File: config.mk
export PLATFORM = sky130hd
export DESIGN_NAME = qtree_heap_write_arbiter
export DESIGN_NICKNAME = d
export VERILOG_FILES = /design/src/rtl/qtree_heap_write_arbiter_pkg.sv /design/src/rtl/qtree_heap_write_arbiter_rr_pick.sv /design/src/rtl/qtree_heap_write_arbiter.sv
export SDC_FILE = /design/constraint.sdc
export NUM_CORES = 1
export LEC_CHECK = 0
export ABC_AREA = 1
export CORE_MARGIN = 3
export CORE_UTILIZATION = 35
export CTS_CLUSTER_SIZE = 30
export DETAILED_ROUTE_END_ITERATION = 12
export PLACE_DENSITY = 0.73
export SYNTH_ARGS = -nofsm -noshare
export SYNTH_HDL_FRONTEND = slang
export SYNTH_SLANG_ARGS = --single-unit
File: constraint.sdc
create_clock -name clk -period 6 [get_ports clk]
set_input_delay 1.5 -clock clk [delete_from_list [all_inputs] [get_ports clk]]
set_output_delay 1.5 -clock clk [all_outputs]
set_load 0.005 [all_outputs]
File: src/rtl/qtree_heap_write_arbiter_pkg.sv
// -----------------------------------------------------------------------------
// qtree_heap_write_arbiter_pkg
//   Shared types for the QTree_Bool heap write arbiter: the heap node payload,
//   the heap pointer type and its "don't care" value, and the default heap
//   address width.
//   A pointer is {address, 1'b1}. The low tag bit distinguishes a heap
//   reference from an inline leaf, so a zero pointer never names a node.
// -----------------------------------------------------------------------------
package qtree_heap_write_arbiter_pkg;

   // Default heap address width; the pointer carries one extra tag bit.
   localparam int QT_ADDR_W = 15;

   typedef logic [QT_ADDR_W:0] Pointer_QTree_Bool_t;

   // Value driven on pointer outputs when nothing is being returned.
   localparam Pointer_QTree_Bool_t Pointer_QTree_Bool_dc = '0;

   typedef enum logic [1:0] {
      QT_EMPTY = 2'd0,
      QT_FULL  = 2'd1,
      QT_NODE  = 2'd2,
      QT_RSVD  = 2'd3
   } qt_kind_e;

   // One heap word: node kind plus four quadrant child pointers.
   typedef struct packed {
      qt_kind_e                  kind;
      Pointer_QTree_Bool_t [3:0] child;
   } QTree_Bool_t;

   localparam int QT_W = $bits(QTree_Bool_t);

endpackage

File: src/rtl/qtree_heap_write_arbiter_rr_pick.sv
// -----------------------------------------------------------------------------
// qtree_heap_write_arbiter_rr_pick
//   Combinational cyclic priority encoder. Picks the first asserted request
//   at or after i_ptr, wrapping from N_REQ-1 back to 0.
// Ports
//   i_req  [N_REQ]  request vector
//   i_ptr  [IDX_W]  search start index (always < N_REQ)
//   o_gnt  [N_REQ]  one-hot pick, zero when no request
//   o_idx  [IDX_W]  binary index of the pick, zero when no request
//   o_any           at least one request asserted
// -----------------------------------------------------------------------------
module qtree_heap_write_arbiter_rr_pick #(
   parameter int N_REQ = 4,
   parameter int IDX_W = 2
) (
   input  logic [N_REQ-1:0] i_req,
   input  logic [IDX_W-1:0] i_ptr,
   output logic [N_REQ-1:0] o_gnt,
   output logic [IDX_W-1:0] o_idx,
   output logic             o_any
);

   // Walk the requests from i_ptr cyclically; the first hit wins.
   always_comb begin
      int                 w_pos;
      logic [IDX_W-1:0]   w_cand;
      o_gnt  = '0;
      o_idx  = '0;
      o_any  = 1'b0;
      w_pos  = 0;
      w_cand = '0;
      for (int k = 0; k < N_REQ; k++) begin
         w_pos  = (int'(i_ptr) + k) % N_REQ;
         w_cand = IDX_W'(w_pos);
         if (!o_any && i_req[w_cand]) begin
            o_any         = 1'b1;
            o_idx         = w_cand;
            o_gnt         = '0;
            o_gnt[w_cand] = 1'b1;
         end else begin
            o_any = o_any;
         end
      end
   end

endmodule

File: src/rtl/qtree_heap_write_arbiter.sv
// -----------------------------------------------------------------------------
// qtree_heap_write_arbiter
//   Round-robin arbiter sharing the single QTree_Bool heap write port among
//   N_REQ node-building streams. It grants one node per cycle and hands the
//   winner the next free heap address from a bump allocator. The heap write
//   and the pointer response appear one cycle after the grant. The allocator
//   never wraps: once the last address is handed out, heap_full sticks and all
//   requests stall until clear.
// Configuration macro
//   QTREE_ARB_STATS_EN : adds per-channel saturating grant counters and a
//                        stall-cycle counter. Both are cleared by aresetn and
//                        by clear.
// Ports
//   clk, aresetn  clock (rising edge) and async active-low reset
//   clear         synchronous heap clear: allocator, full flag, rr pointer
//   req_valid     per-channel node write request
//   req_data      node payloads, channel i in slice i
//   req_ready     one-hot grant, combinational from state and req_valid
//   rsp_valid     one-cycle pulse: rsp_ptr belongs to that channel
//   rsp_ptr       allocated pointer {addr, 1'b1}, registered
//   mem_we, mem_addr, mem_wdata   registered heap write port
//   heap_full     sticky allocator-exhausted flag
//   grant_cnt, stall_cnt          statistics (QTREE_ARB_STATS_EN only)
// -----------------------------------------------------------------------------
module qtree_heap_write_arbiter
   import qtree_heap_write_arbiter_pkg::*;
#(
   parameter int N_REQ      = 4,
   parameter int ADDR_W     = QT_ADDR_W,
   parameter int HEAP_DEPTH = 32768
) (
   input  logic                  clk,
   input  logic                  aresetn,
   input  logic                  clear,
   input  logic [N_REQ-1:0]      req_valid,
   input  logic [N_REQ*QT_W-1:0] req_data,
   output logic [N_REQ-1:0]      req_ready,
   output logic [N_REQ-1:0]      rsp_valid,
   output logic [ADDR_W:0]       rsp_ptr,
   output logic                  mem_we,
   output logic [ADDR_W-1:0]     mem_addr,
   output logic [QT_W-1:0]       mem_wdata,
   output logic                  heap_full
`ifdef QTREE_ARB_STATS_EN
   ,
   output logic [N_REQ*16-1:0]   grant_cnt,
   output logic [15:0]           stall_cnt
`endif
);

   localparam int IDX_W = (N_REQ > 1) ? $clog2(N_REQ) : 1;
   localparam logic [ADDR_W:0] LAST_ADDR = (ADDR_W+1)'(HEAP_DEPTH - 1);
   localparam logic [IDX_W-1:0] LAST_IDX = IDX_W'(N_REQ - 1);

   logic [IDX_W-1:0]  r_rr_ptr;
   // One bit wider than the address so the count after the final grant
   // (HEAP_DEPTH) is representable and never aliases back to address 0.
   logic [ADDR_W:0]   r_alloc;
   logic              r_heap_full;

   logic              r_mem_we;
   logic [ADDR_W-1:0] r_mem_addr;
   logic [QT_W-1:0]   r_mem_wdata;
   logic [N_REQ-1:0]  r_rsp_valid;
   logic [ADDR_W:0]   r_rsp_ptr;

   logic [N_REQ-1:0]  w_pick;
   logic [IDX_W-1:0]  w_idx;
   logic              w_any;
   logic              w_enable;
   logic              w_grant;
   logic [IDX_W-1:0]  w_rr_next;
   logic [QT_W-1:0]   w_gnt_data;

   qtree_heap_write_arbiter_rr_pick #(
      .N_REQ (N_REQ),
      .IDX_W (IDX_W)
   ) u_rr_pick (
      .i_req (req_valid),
      .i_ptr (r_rr_ptr),
      .o_gnt (w_pick),
      .o_idx (w_idx),
      .o_any (w_any)
   );

   // No grants while the heap is full or being cleared; stalled requests stay pending.
   assign w_enable  = !r_heap_full && !clear;
   assign w_grant   = w_any && w_enable;
   assign req_ready = w_enable ? w_pick : '0;
   assign w_rr_next = (w_idx == LAST_IDX) ? '0 : (w_idx + IDX_W'(1));

   // Payload mux for the winning channel.
   always_comb begin
      w_gnt_data = '0;
      for (int i = 0; i < N_REQ; i++) begin
         if (w_pick[i]) begin
            w_gnt_data = req_data[i*QT_W +: QT_W];
         end else begin
            w_gnt_data = w_gnt_data;
         end
      end
   end

   // Bump allocator, sticky full flag and round-robin pointer.
   always_ff @(posedge clk or negedge aresetn) begin
      if (!aresetn) begin
         r_rr_ptr    <= '0;
         r_alloc     <= '0;
         r_heap_full <= 1'b0;
      end else if (clear) begin
         r_rr_ptr    <= '0;
         r_alloc     <= '0;
         r_heap_full <= 1'b0;
      end else if (w_grant) begin
         r_rr_ptr <= w_rr_next;
         r_alloc  <= r_alloc + (ADDR_W+1)'(1);
         if (r_alloc == LAST_ADDR) begin
            r_heap_full <= 1'b1;
         end
      end
   end

   // Heap write port and pointer response, one cycle after the grant.
   // Not affected by clear, so a write granted just before a clear completes.
   always_ff @(posedge clk or negedge aresetn) begin
      if (!aresetn) begin
         r_mem_we    <= 1'b0;
         r_mem_addr  <= '0;
         r_mem_wdata <= '0;
         r_rsp_valid <= '0;
         r_rsp_ptr   <= '0;
      end else if (w_grant) begin
         r_mem_we    <= 1'b1;
         r_mem_addr  <= r_alloc[ADDR_W-1:0];
         r_mem_wdata <= w_gnt_data;
         r_rsp_valid <= w_pick;
         r_rsp_ptr   <= {r_alloc[ADDR_W-1:0], 1'b1};
      end else begin
         r_mem_we    <= 1'b0;
         r_mem_addr  <= '0;
         r_mem_wdata <= '0;
         r_rsp_valid <= '0;
         r_rsp_ptr   <= '0;
      end
   end

   assign mem_we    = r_mem_we;
   assign mem_addr  = r_mem_addr;
   assign mem_wdata = r_mem_wdata;
   assign rsp_valid = r_rsp_valid;
   assign rsp_ptr   = r_rsp_ptr;
   assign heap_full = r_heap_full;

`ifdef QTREE_ARB_STATS_EN
   logic [N_REQ-1:0][15:0] r_grant_cnt;
   logic [15:0]            r_stall_cnt;

   // Saturating per-channel grant counters and stall-cycle counter.
   always_ff @(posedge clk or negedge aresetn) begin
      if (!aresetn) begin
         r_grant_cnt <= '0;
         r_stall_cnt <= '0;
      end else if (clear) begin
         r_grant_cnt <= '0;
         r_stall_cnt <= '0;
      end else begin
         for (int i = 0; i < N_REQ; i++) begin
            if (w_grant && w_pick[i] && (r_grant_cnt[i] != 16'hFFFF)) begin
               r_grant_cnt[i] <= r_grant_cnt[i] + 16'd1;
            end
         end
         if ((|req_valid) && !w_grant && (r_stall_cnt != 16'hFFFF)) begin
            r_stall_cnt <= r_stall_cnt + 16'd1;
         end
      end
   end

   assign grant_cnt = r_grant_cnt;
   assign stall_cnt = r_stall_cnt;
`endif

endmodule

# Word-level counts from Yosys, hierarchy flattened
# Index checks and enable logic that the tools add are counted.
# totals
register_bits	121
latch_bits	0
input_bits	271
output_inout_bits	107
n_memories	0
mem_bits_ro	0
mem_bits_rw	0
# classes
bitwise_logic	0
n_shift	0
n_mul	0
mux	46
n_addsub	5
n_eq_ne	2
n_reduce_logical	17
order_cmp	8
div	0
# op_table
cell	count
66-bit two-way mux	5
16-bit two-way mux	3
4-bit two-way mux	6
16-bit by 1-bit adder with 16-bit output (second input constant)	1
16-bit by 15-bit == test with 1-bit output (second input constant)	1
1-bit two-way mux	16
15-bit two-way mux	1
2-bit two-way mux	7
2-bit by 3-bit < comparator with 1-bit output (second input constant)	4
1-bit logical AND	9
1-bit binary-select mux with 2-bit select	4
1-bit demux with 2-bit select	4
2-bit by 1-bit greater-or-equal comparator with 1-bit output (second input constant)	4
1-bit logical NOT	5
2-bit by 1-bit adder with 2-bit output (second input constant)	2
2-bit adder (second input constant)	2
2-bit nonzero test	2
2-bit == test (second input constant)	1
2-bit AND reduction	1

# Logic depth before layout (Yosys ltp)
# depth
word_depth	17
ltp_mapped	16
mapped_depth_nobuf	15

# By module
# Synthesis repeated with hierarchy kept, for this count alone.
# unflattened
hier_cells	805
area_unflattened_um2	6178.4
# by_module_without_submodules
module	area_each_um2	cells_each	instances	seq_area_each_um2
qtree_heap_write_arbiter	5760.5	732	1	2627.5
qtree_heap_write_arbiter_rr_pick	417.9	73	1	0.0

# Worst setup path before layout
# Ideal clock, no wire load.
# synth_timing
path_kind	input to output
start	input req_valid[1]
end	output req_ready[0]
required_time_ps	4500
cell_stages	13
arrival_ps	2749
path_slack_ps	1751
path_cell_list	inv_1 > nand2_1 > nand3_2 > nand2_8 > nor2_4 > nand2_1 > nand2_1 > nand3_2 > and2_1 > buf_6 > buf_2 > inv_1 > nor2_1
# synth_between
elab_chain_len	13
# synth_rtl
element	line_no	rtl
start: declaration	qtree_heap_write_arbiter.sv:35	input logic [N_REQ-1:0] req_valid,
1-bit binary-select mux with 2-bit select	qtree_heap_write_arbiter_rr_pick.sv:35	if (!o_any && i_req[w_cand]) begin
1-bit two-way mux (implied by the code)	qtree_heap_write_arbiter_rr_pick.sv:35	
1-bit two-way mux	qtree_heap_write_arbiter_rr_pick.sv:35	
1-bit logical NOT	qtree_heap_write_arbiter_rr_pick.sv:35	
1-bit logical AND	qtree_heap_write_arbiter_rr_pick.sv:35	
1-bit two-way mux	qtree_heap_write_arbiter_rr_pick.sv:35	
1-bit logical NOT	qtree_heap_write_arbiter_rr_pick.sv:35	
1-bit logical AND	qtree_heap_write_arbiter_rr_pick.sv:35	
1-bit two-way mux	qtree_heap_write_arbiter_rr_pick.sv:35	
1-bit logical NOT	qtree_heap_write_arbiter_rr_pick.sv:35	
1-bit logical AND	qtree_heap_write_arbiter_rr_pick.sv:35	
4-bit two-way mux *	qtree_heap_write_arbiter_rr_pick.sv:35	
4-bit two-way mux *	qtree_heap_write_arbiter.sv:89	assign req_ready = w_enable ? w_pick : '0;
end: declaration	qtree_heap_write_arbiter.sv:37	output logic [N_REQ-1:0] req_ready,
# Mark *: on every way between the ends. The rest lies on a longest branch, timed or not. The select of a mux whose other input is x is not followed.

# Worst setup path after layout
# layout_timing
start	input req_valid[2]
end	output req_ready[0]
# The elaborated chain is that of the path after synthesis.

==> reports/qor.yml <==
run_status:
  outcome: "finished clean"
route:
  viasPerCell: 4.66
  firstDrtPassIters: 5
  drc_errors: 0
  drtIter0Drc: 449
  wl_um: 27500
  wl_per_cell_um: 16.7
  ant_nets: 0
  num_vias: 7676
timing:
  fin_skew_ns: 0.0117
  period_minus_slack_ns: 5.29
  maxSlewHeadroom_pct: 41.4
  hold_viol_final: 0
  tns_ns: 0
  hold_ws_ns: 0.491
  slew_viol_final: 0
  timing.fmax_mhz: 189
  finalSetupViolCount: 0
  worstMarginPinSlew_ns: 0.879
  rsz0062_at_grt: "false"
  timing.final.crit_share_pct: 88.2
clocking:
  cts_tree: "done"
  clockBufferDepth: 2
  clk_pin_slew_ns: 0.07
  cts_root_buffer: "clkbuf_16"
  cts_hold_buf: 0
  cts-buffers-inserted: 9
  h-tree-depth: 3
  cts_sinks: 105
  clkLatencyLatePin_ns: 0.35
  cts_resized: 0
  cts_post_setup_buffers_inserted: 0
floorplan:
  chipWidth_um: 147
  die_area_um2: 21600
  io_pins: 378
  design.core.area_um2: 19100
  row_count: 50
  start_util_pct: 36.4
  die_h_um: 147
setup_path:
  start_kind: "input pin"
  critPathMostFrequentCell: "nand2_1"
  crit_end: "req_ready[0]"
  reg2reg_from: "r_rr_ptr[0]"
  r2r_cells: 16
  ff2ff_setup_slack_ns: 2.10
  cp.required_ns: 4.50
  critPathLaunch: "req_valid[2]"
  path_delay_family: "simple AND/OR/NAND/NOR gates"
  path_buf_inv: 3
  path_depth: 12
  crit_slowest_cell: "clkdlybuf4s50_1"
  critPathArrivalTime_ns: 3.79
  r2r_end: "mem_wdata[18]"
  setup.worst_path.end_class: "output port"
  path_cells: "clkdlybuf4s50_1 > nand2_1 > nand3_2 > nand2_4 > nor2_4 > nand2_1 > nand2_1 > nand3_2 > and2_2 > inv_1 > nor2_1 > clkdlybuf4s50_1"
  crit_type: "in2out"
  critPathMaxFanout: 15
  cpPeakStageDelay_ns: 0.51
logic_synthesis:
  synth_area_um2: 6970
  synth.most_common_cell: "nand2_1"
  avgSynthCellArea_um2: 6.62
  yosys.area.top_type: "dfrtp_1"
  ys_top_cells_by_count: "nand2_1, inv_1, dfrtp_1"
  ys_types: 41
  synthTopCellsByArea: "dfrtp_1, nand2_1, inv_1"
  syn-instance-count: 1053
  ys.warnings.count: 0
  async_reset_ff_share_pct: 100
  ys_seq_area_share_pct: 37.7
  synth_top_area_share_pct: 37.7
  synth-seq-cells: 105
  synthFlopType: "dfrtp_1"
  postSynthNetCount: 1332
  synth_edf_count: 0
pwr:
  pwr-share-clk_pct: 11.0
  ir_worst_vdd_mv: 0.391
  power_density_nw_per_um2: 474
  p_seq_share_pct: 18.9
  p_sw_w: 0.00266
  total_leakage_power_nw: 5.47
  switching_share_pct: 51.1
  p_int_w: 0.00254
  power_frac_comb_pct: 70.1
global_routing:
  grt_pass1_wl_um: 41300
  track_usage_pct: 24.4
  antenna_found_initial: 2
  grt_max_degree: 77
  grt_pass1_vias: 7216
  grt_overflow: 0
place:
  place_congestion: 0.910
  dp_cells: 1629
  port_buffers: 377
  dp_hpwl_um: 20800
cells_and_area:
  area_growth_pct: 57.6
  drive_above_1_share_pct: 6.14
  fin_nets: 1659
  fill_cells: 1832
  fin_cells: 1647
worst_hold_path:
  min_path_type: "reg2reg"
flow_run:
  cap_violations: 0
==> cell usage in the layout, fill, tap and decap left out, types with 2 or more instances in the layout <==
cell type	count
nand2_1	422
clkdlybuf4s50_1	376
inv_1	123
dfrtp_1	105
nand3_1	89
a21oi_1	74
nor2_1	33
clkinv_1	32
inv_2	21
o21ai_0	16
buf_4	11
a21oi_2	10
clkbuf_16	9
ha_1	8
nand3_2	6
nand2_2	5
nand4_1	4
nand3_4	3
nor2_4	3
nor3_1	3
o22ai_1	3
clkinv_2	3
diode_2	2
nand2_4	2
a22oi_2	2
a31oi_1	2
xor2_1	2
inv_6	2
==> state kept, by name, indices dropped and copies added (netlist names) <==
signal / count
r_rr_ptr: 2
heap_full: 1
mem_wdata: 66
r_alloc: 16
rsp_ptr: 15
mem_addr: 1
rsp_valid: 4
==> worst min path at each step <==
stage	endpoint	from	cells after the start
finish	r_alloc[7]	r_alloc[7]	1
global route	r_alloc[7]	r_alloc[7]	1
CTS	r_alloc[7]	r_alloc[7]	1
detailed placement	r_alloc[7]	r_alloc[7]	1
global placement	r_alloc[7]	r_alloc[7]	1
floorplan	r_alloc[7]	r_alloc[7]	1
==> logic make-up (layout without fill, tap and decap cells) <==
group	count (synthesis)	in the layout	synth area share (%)
compound gates	114	114	9.46
xor+xnor	2	2	0.251
fa+ha+maj	8	8	1.44
buf+inv	248	580	16.2
flops	105	105	37.7
other cells	0	2	0
simple gates	576	576	34.9
==> per-stage QoR <==
step                total power [W]  util, %  instance area, um^2  worst slack (ns)
floorplan                   0.00360        -                 6970              1.75
global placement            0.00461     55.9                10700             0.778
detailed placement          0.00465     55.9                10700             0.726
CTS                         0.00524     57.4                11000             0.730
global route                0.00569     57.4                11000             0.542
finish                      0.00521     57.4                11000             0.707
==> power groups by stage <==
stage / registers (W) / logic [W] / clock network (W)
2_1_floorplan: 0.00101 / 0.00259 / 0
3_3_place_gp: 0.000991 / 0.00361 / 0
3_5_place_dp: 0.000998 / 0.00366 / 0
4_1_cts: 0.000984 / 0.00366 / 0.000590
5_1_grt: 0.00100 / 0.00407 / 0.000619
6_report: 0.000983 / 0.00365 / 0.000574
==> per-layer routing <==
metal / global-route usage (%) / vias to the layer above / part of all wire (%)
met5: 0 / - / 0
met4: 8.95 / 0 / 2.8
met3: 6.11 / 42 / 8.2
met2: 42.5 / 304 / 51
met1: 29.2 / 3501 / 38
li1: - / 3829 / -
==> cell type report <==
cell class              instances  area, um^2  area share [%]
repair buffers                387        3850            35.0
multi-input cells             700        3240            29.5
flip-flops and latches        105        2630            23.9
inverters                     177         667            6.07
well taps                     260         325            2.96
clock buffers                  10         239            2.17
clock inverters                 6        40.0           0.364
diodes                          2        5.00          0.0455
Note: power is estimated with default switching activity, not from simulation.
